<file path="src/rtl/alu_arbiter.sv">
// Two-requester arbiter in front of a shared, external combinational ALU.
// A request is granted in IDLE, its operands are latched and held on the ALU
// for EXEC_CYCLES cycles, the result is captured and offered back to the
// granted requester until it consumes it. Round-robin priority alternates
// after every completed transaction.
//
// Handshakes: a transfer happens on a rising edge where both valid and ready
// are high. req_ready_o is combinational on req_valid_i and only ever high for
// the single winner in IDLE; resp_valid_o is a registered-state decode and
// stays high with stable data until resp_ready_i of the granted index is seen.
module alu_arbiter #(
  parameter int DATA_W      = 32,
  parameter int CMD_W       = 8,
  parameter int EXEC_CYCLES = 1
) (
  input  logic              clk_i,
  input  logic              rst_i,
  input  logic [1:0]        req_valid_i,
  output logic [1:0]        req_ready_o,
  input  logic [DATA_W-1:0] req0_rs1_i,
  input  logic [DATA_W-1:0] req0_rs2_i,
  input  logic [DATA_W-1:0] req1_rs1_i,
  input  logic [DATA_W-1:0] req1_rs2_i,
  input  logic [CMD_W-1:0]  req0_cmd_i,
  input  logic [CMD_W-1:0]  req1_cmd_i,
  output logic [1:0]        resp_valid_o,
  input  logic [1:0]        resp_ready_i,
  output logic [DATA_W-1:0] resp_data_o,
  output logic              resp_zero_o,
  output logic [DATA_W-1:0] alu_rs1_o,
  output logic [DATA_W-1:0] alu_rs2_o,
  output logic [CMD_W-1:0]  alu_cmd_o,
  input  logic [DATA_W-1:0] alu_rd_i,
  input  logic              alu_zero_i,
  output logic              busy_o,
  output logic [1:0]        state_o
);

  typedef enum logic [1:0] {
    IDLE = 2'd0,
    EXEC = 2'd1,
    RESP = 2'd2
  } state_t;

  // Counter value on the final EXEC cycle, when the ALU result is sampled.
  localparam logic [3:0] LAST_CNT = 4'(EXEC_CYCLES - 1);

  state_t            state_q, state_d;
  logic              prio_q;
  logic              gnt_q;
  logic [3:0]        cnt_q;
  logic [DATA_W-1:0] rs1_q;
  logic [DATA_W-1:0] rs2_q;
  logic [CMD_W-1:0]  cmd_q;
  logic [DATA_W-1:0] rd_q;
  logic              zero_q;

  logic              win_idx;
  logic              accept;
  logic              exec_done;
  logic              resp_done;

  // Winner: a lone valid wins, otherwise the priority pointer decides.
  always_comb begin
    win_idx = 1'b0;
    if (req_valid_i == 2'b11) win_idx = prio_q;
    else                      win_idx = req_valid_i[1];
  end

  assign accept    = |(req_valid_i & req_ready_o);
  assign exec_done = (state_q == EXEC) && (cnt_q == LAST_CNT);
  assign resp_done = (state_q == RESP) && resp_ready_i[gnt_q];

  // State register.
  always_ff @(posedge clk_i) begin
    if (rst_i) state_q <= IDLE;
    else       state_q <= state_d;
  end

  // Next-state logic.
  always_comb begin
    state_d = state_q;
    case (state_q)
      IDLE:    if (accept)    state_d = EXEC;
      EXEC:    if (exec_done) state_d = RESP;
      RESP:    if (resp_done) state_d = IDLE;
      default:                state_d = IDLE;
    endcase
  end

  // Outputs decoded from state; ready is suppressed while reset is asserted.
  always_comb begin
    req_ready_o  = 2'b00;
    resp_valid_o = 2'b00;
    alu_cmd_o    = '0;
    busy_o       = (state_q != IDLE);
    if (state_q == IDLE && !rst_i && (req_valid_i != 2'b00))
      req_ready_o = win_idx ? 2'b10 : 2'b01;
    if (state_q == RESP)
      resp_valid_o = gnt_q ? 2'b10 : 2'b01;
    if (state_q == EXEC)
      alu_cmd_o = cmd_q;
  end

  // Datapath: operand latch on accept, cycle counter, result capture, priority.
  always_ff @(posedge clk_i) begin
    if (rst_i) begin
      prio_q <= 1'b0;
      gnt_q  <= 1'b0;
      cnt_q  <= '0;
      rs1_q  <= '0;
      rs2_q  <= '0;
      cmd_q  <= '0;
      rd_q   <= '0;
      zero_q <= 1'b0;
    end else begin
      if (state_q == IDLE && accept) begin
        gnt_q <= win_idx;
        cnt_q <= '0;
        rs1_q <= win_idx ? req1_rs1_i : req0_rs1_i;
        rs2_q <= win_idx ? req1_rs2_i : req0_rs2_i;
        cmd_q <= win_idx ? req1_cmd_i : req0_cmd_i;
      end
      if (state_q == EXEC) cnt_q <= cnt_q + 4'd1;
      if (exec_done) begin
        rd_q   <= alu_rd_i;
        zero_q <= alu_zero_i;
      end
      if (resp_done) prio_q <= ~gnt_q;
    end
  end

  assign alu_rs1_o   = rs1_q;
  assign alu_rs2_o   = rs2_q;
  assign resp_data_o = rd_q;
  assign resp_zero_o = zero_q;
  assign state_o     = state_q;

endmodule

</file>
<file path="config.mk">
export PLATFORM = sky130hd
export DESIGN_NAME = alu_arbiter
export DESIGN_NICKNAME = d
export VERILOG_FILES = /design/src/rtl/alu_arbiter.sv
export SDC_FILE = /design/constraint.sdc
export NUM_CORES = 1
export LEC_CHECK = 0
export CAP_MARGIN = 10
export CORE_MARGIN = 2
export CORE_UTILIZATION = 38
export CTS_BUF_LIST = sky130_fd_sc_hd__clkbuf_4 sky130_fd_sc_hd__clkbuf_8
export DETAILED_ROUTE_END_ITERATION = 8
export PLACE_DENSITY_LB_ADDON = 0.05
export REMOVE_ABC_BUFFERS = 1
export SYNTH_ARGS = -nofsm -noshare
export SYNTH_HDL_FRONTEND = slang
export SYNTH_SLANG_ARGS = --single-unit
</file>
<file path="constraint.sdc">
create_clock -name clk_i -period 1.95 [get_ports clk_i]
set_clock_uncertainty 0.05 [all_clocks]
set_input_delay 0.2925 -clock clk_i [delete_from_list [all_inputs] [get_ports clk_i]]
set_output_delay 0.2925 -clock clk_i [all_outputs]
set_load 0.02 [all_outputs]
</file>
Word-level counts from Yosys, hierarchy flattened:

Cells that the tools add are included.

* flip-flop bits (word level): 113
* input port bits: 183
* output and inout bits: 112
* word-level logic and storage cells: 49

* $add $sub $neg: 1
* order comparisons: 1
* equality and inequality tests: 6
* multiplexer cells: 17
* bitwise gates (word level): 2
* reductions and logical operators: 13

Operators by type and width (count)
* $mux W32: 2
* $mux W8: 2
* $mux W2: 7
* $mux W4: 2
* $ne A2 B2 Y1 const B: 3
* $pmux W2 S3: 1
* $reduce_bool A2 Y1: 3
* $logic_and A1 B1 Y1: 5
* $add A4 B1 Y4 const B: 1
* $eq A2 B2 Y1 const B: 2
* $logic_not A4 Y1: 1
* $mux W1: 3
* $reduce_and A3 Y1: 1
* $and A2 B2 Y2: 1
* $eq A2 B1 Y1 const B: 1
* $logic_not A2 Y1: 1
* $lt A1 B2 Y1 const B: 1
* $reduce_or A2 Y1: 1
* $logic_not A1 Y1: 1
* $not A1 Y1: 1

Depth between registers and ports, before layout:

* word-level depth: 9
* gate-level depth with buffers: 6
* mapped depth without buffers: 5

Worst setup path before layout:

No wires, ideal clock.

* kind: register to output
* start point: reg state_q[0], in the netlist state_o[0]
* end point: out alu_cmd_o[0]
* arrival time: 1.383 ns
* data required time: 1.607 ns
* path slack: 0.224 ns
* stages on the path, launching flop included: 6
* buffers on the path: 3
* path through: dfxtp_1 > buf_2 > nor2b_1 > buf_2 > buf_2 > and2_1

* word-level cells in the longest chain between the ends: 2

RTL lines
* start, declared: line 48 `state_t state_q, state_d;`
* start signal, assigned: line 77 `else state_q <= state_d;`
* $eq A2 B1 Y1: line 101 `if (state_q == EXEC)`
* $mux W8: line 101
* end, declared: line 32 `output logic [CMD_W-1:0] alu_cmd_o,`

No other way between the ends.

Worst setup path after layout:

* start point: reg state_q[0], in the netlist state_o[0]
* end point: out alu_cmd_o[2]

Same word-level chain as after synthesis.

==> impl_metrics.toml <==
[clock_tree]
clk_latency_ps = 420
cts_root_buffer = "clkbuf_8"
clock_sinks = 113
path_clk_slew_ps = 60
postCtsHoldBufs = 0
cts_tree = "done"
post_cts_buffers = 0
htreeDepth = 4
cts_made_buffers = 17
clk_path_buf_depth = 2

[grt]
grt_max_degree = 96
grt_pass1_wl_mm = 26.8
grt_pass1_vias = 5248
antenna_found_initial = 1
track_usage = 0.257
grt_overflow_total = 0

[route]
vias_per_cell = 5.45
post_drt_wl_per_cell_um = 18.0
ant_nets = 0
wirelength_mm = 17.6
drt_iter0_drc = 409
num_vias = 5330
drc = 0
first_pass_iters = 4

[logic_synthesis]
synth_cell_types = 37
ys_ff_latch = 113
synth_edf_count = 0
avgSynthCellArea_um2 = 9.17
ys_seq_area_frac = 0.476
ys.flop_type = "dfxtp_1"
netlist_instances = 519
yosysMostFrequentCell = "dfxtp_1"
synth.top_cells.by_area = "dfxtp_1, a221o_1, and3_1"
synthTopCellsByCount = "dfxtp_1, o21ai_0, nand3_1"
synth_top_area_frac = 0.476
synthArstFlopShare = 0
yosys.area.top_type = "dfxtp_1"
syn_area_um2 = 4760
synth_warnings = 0

[critical_path]
worstRegToRegCells = 5
crit_type = "flip-flop to output port"
arrival_ps = 1540
r2r-end = "alu_rs1_o[0]"
crit_required_ps = 1610
worstSetupEndpoint = "alu_cmd_o[2]"
crit_start = "state_o[0]"
worstReg2RegStart = "prio_q"
startpoint_type = "flip-flop"
critPathMaxFanout = 10
crit_path_end_kind = "output port"
ff2ff_setup_slack_ps = 270

[cells_and_area]
fin_area_um2 = 8220
fin_cells = 978
nets = 982
diodes = 0
fillers = 1072
area_delta_synth_final_pct = 72.7
drive_above_1_share = 0.0988

[timing]
max_freq_mhz = 533
setup_viol = 0
slew_violations = 0
rsz0062_at_grt = "true"
setup_ws_ps = 72.2
worstMarginPinSlew_ps = 784
min_period_ps = 1880
timing.final.crit_share = 0.963
slew_headroom = 0.477
hold_viol_final = 0

[placement]
place_ws_ps = -503
dp.cells = 946
routabilityCongestion = 0.834
place_area_um2 = 7840
io_buffers = 294
place_hpwl_mm = 12.3

[outcome]
outcome = "complete, no violations"

[floorplanning]
pin_count = 295
die_height_um = 116
die_x_um = 116
die-area_um2 = 13400
start_util = 0.393
coreArea_um2 = 12100
placementRows = 40

[power]
power_density_nw_per_um2 = 846
leakage_nw = 3.19
finalPower_mw = 6.95
peakVddDrop_mv = 0.349

[job]
cap_violations = 0

[worst_hold_path]
hp-class = "input port to flip-flop"
## power breakdown
group	internal (mW)	switching [mW]	total, mW
logic	1.07	1.06	2.14
clock network	1.19	0.909	2.10
registers	2.57	0.144	2.72
## worst min-delay path by stage
stage | from | end | slack (ps) | cells after the start
3_5_place_dp | alu_rs1_o[31] | alu_rs1_o[31] | 420 | 1
5_1_grt | alu_rd_i[13] | resp_data_o[13] | 370 | 3
2_1_floorplan | rst_i | cnt_q[0] | 310 | 1
4_1_cts | rst_i | gnt_q | 310 | 4
6_report | rst_i | gnt_q | 340 | 4
3_3_place_gp | resp_data_o[20] | resp_data_o[20] | 410 | 2
## through the flow
step,utilization,hold slack [ps],TNS [ps]
finish,0.678,344,0
global route,0.678,374,-4.29
CTS,0.680,310,0
detailed placement,0.647,417,-18860
global placement,0.647,410,-16730
floorplan,-,312,-187850
## timing repair
| action | CTS | global route |
|---|---|---|
| pin swaps | 1 | 0 |
| endpoints found under the setup margin | 17 | 37 |
| resized for setup | 31 | 13 |
## registers in the layout, summed over array words and instances, names as in the netlist
signal,cells
cnt_q,4
state_o,2
alu_rs2_o,32
alu_rs1_o,32
resp_data_o,32
prio_q,1
resp_zero_o,1
gnt_q,1
cmd_q,8
## cell type report
| cell class | instances | area [µm²] | area share |
|---|---|---|---|
| Timing Repair Buffer | 319 | 3130 | 0.380 |
| Multi-Input combinational cell | 343 | 2220 | 0.270 |
| Sequential cell | 113 | 2260 | 0.276 |
| Tap cell | 168 | 210 | 0.0256 |
| Clock buffer | 28 | 367 | 0.0446 |
| Inverter | 3 | 11.3 | 0.00137 |
| Clock inverter | 4 | 20.0 | 0.00244 |
## worst max-delay path, cell delays in order (launching register included)
cell,delay (ps)
dfxtp_2,370
nor2b_4,180
buf_12,140
and2_1,160
clkdlybuf4s15_2,270
## layer usage
metal	part of all wire	wire length [µm]	vias to the layer above	global-route usage
li1	-	-	2542	-
met1	0.39	6930	2504	0.301
met2	0.48	8480	251	0.423
met3	0.10	1800	31	0.101
met4	0.024	421	2	0.102
met5	0.00074	13	-	0
## logic make-up after synthesis
family | share of synthesized area
AO/OA/AOI/OAI | 0.247
adder cells (fa/ha/maj) | 0.00526
buffers and inverters | 0.0676
flip-flops | 0.476
multiplexers | 0.00210
AND/OR/NAND/NOR | 0.203
## layout by cell type, fill, tap and decap left out, types with 9 or more instances in the layout
master	count
a221o_1	49
o21ai_0	59
buf_4	23
clkdlybuf4s50_1	278
and2_1	9
and3_1	49
a21oi_1	39
nand4_1	23
clkbuf_8	25
dfxtp_1	111
nand3_1	58
a31oi_1	24
Power figures use the tool's default switching activity.
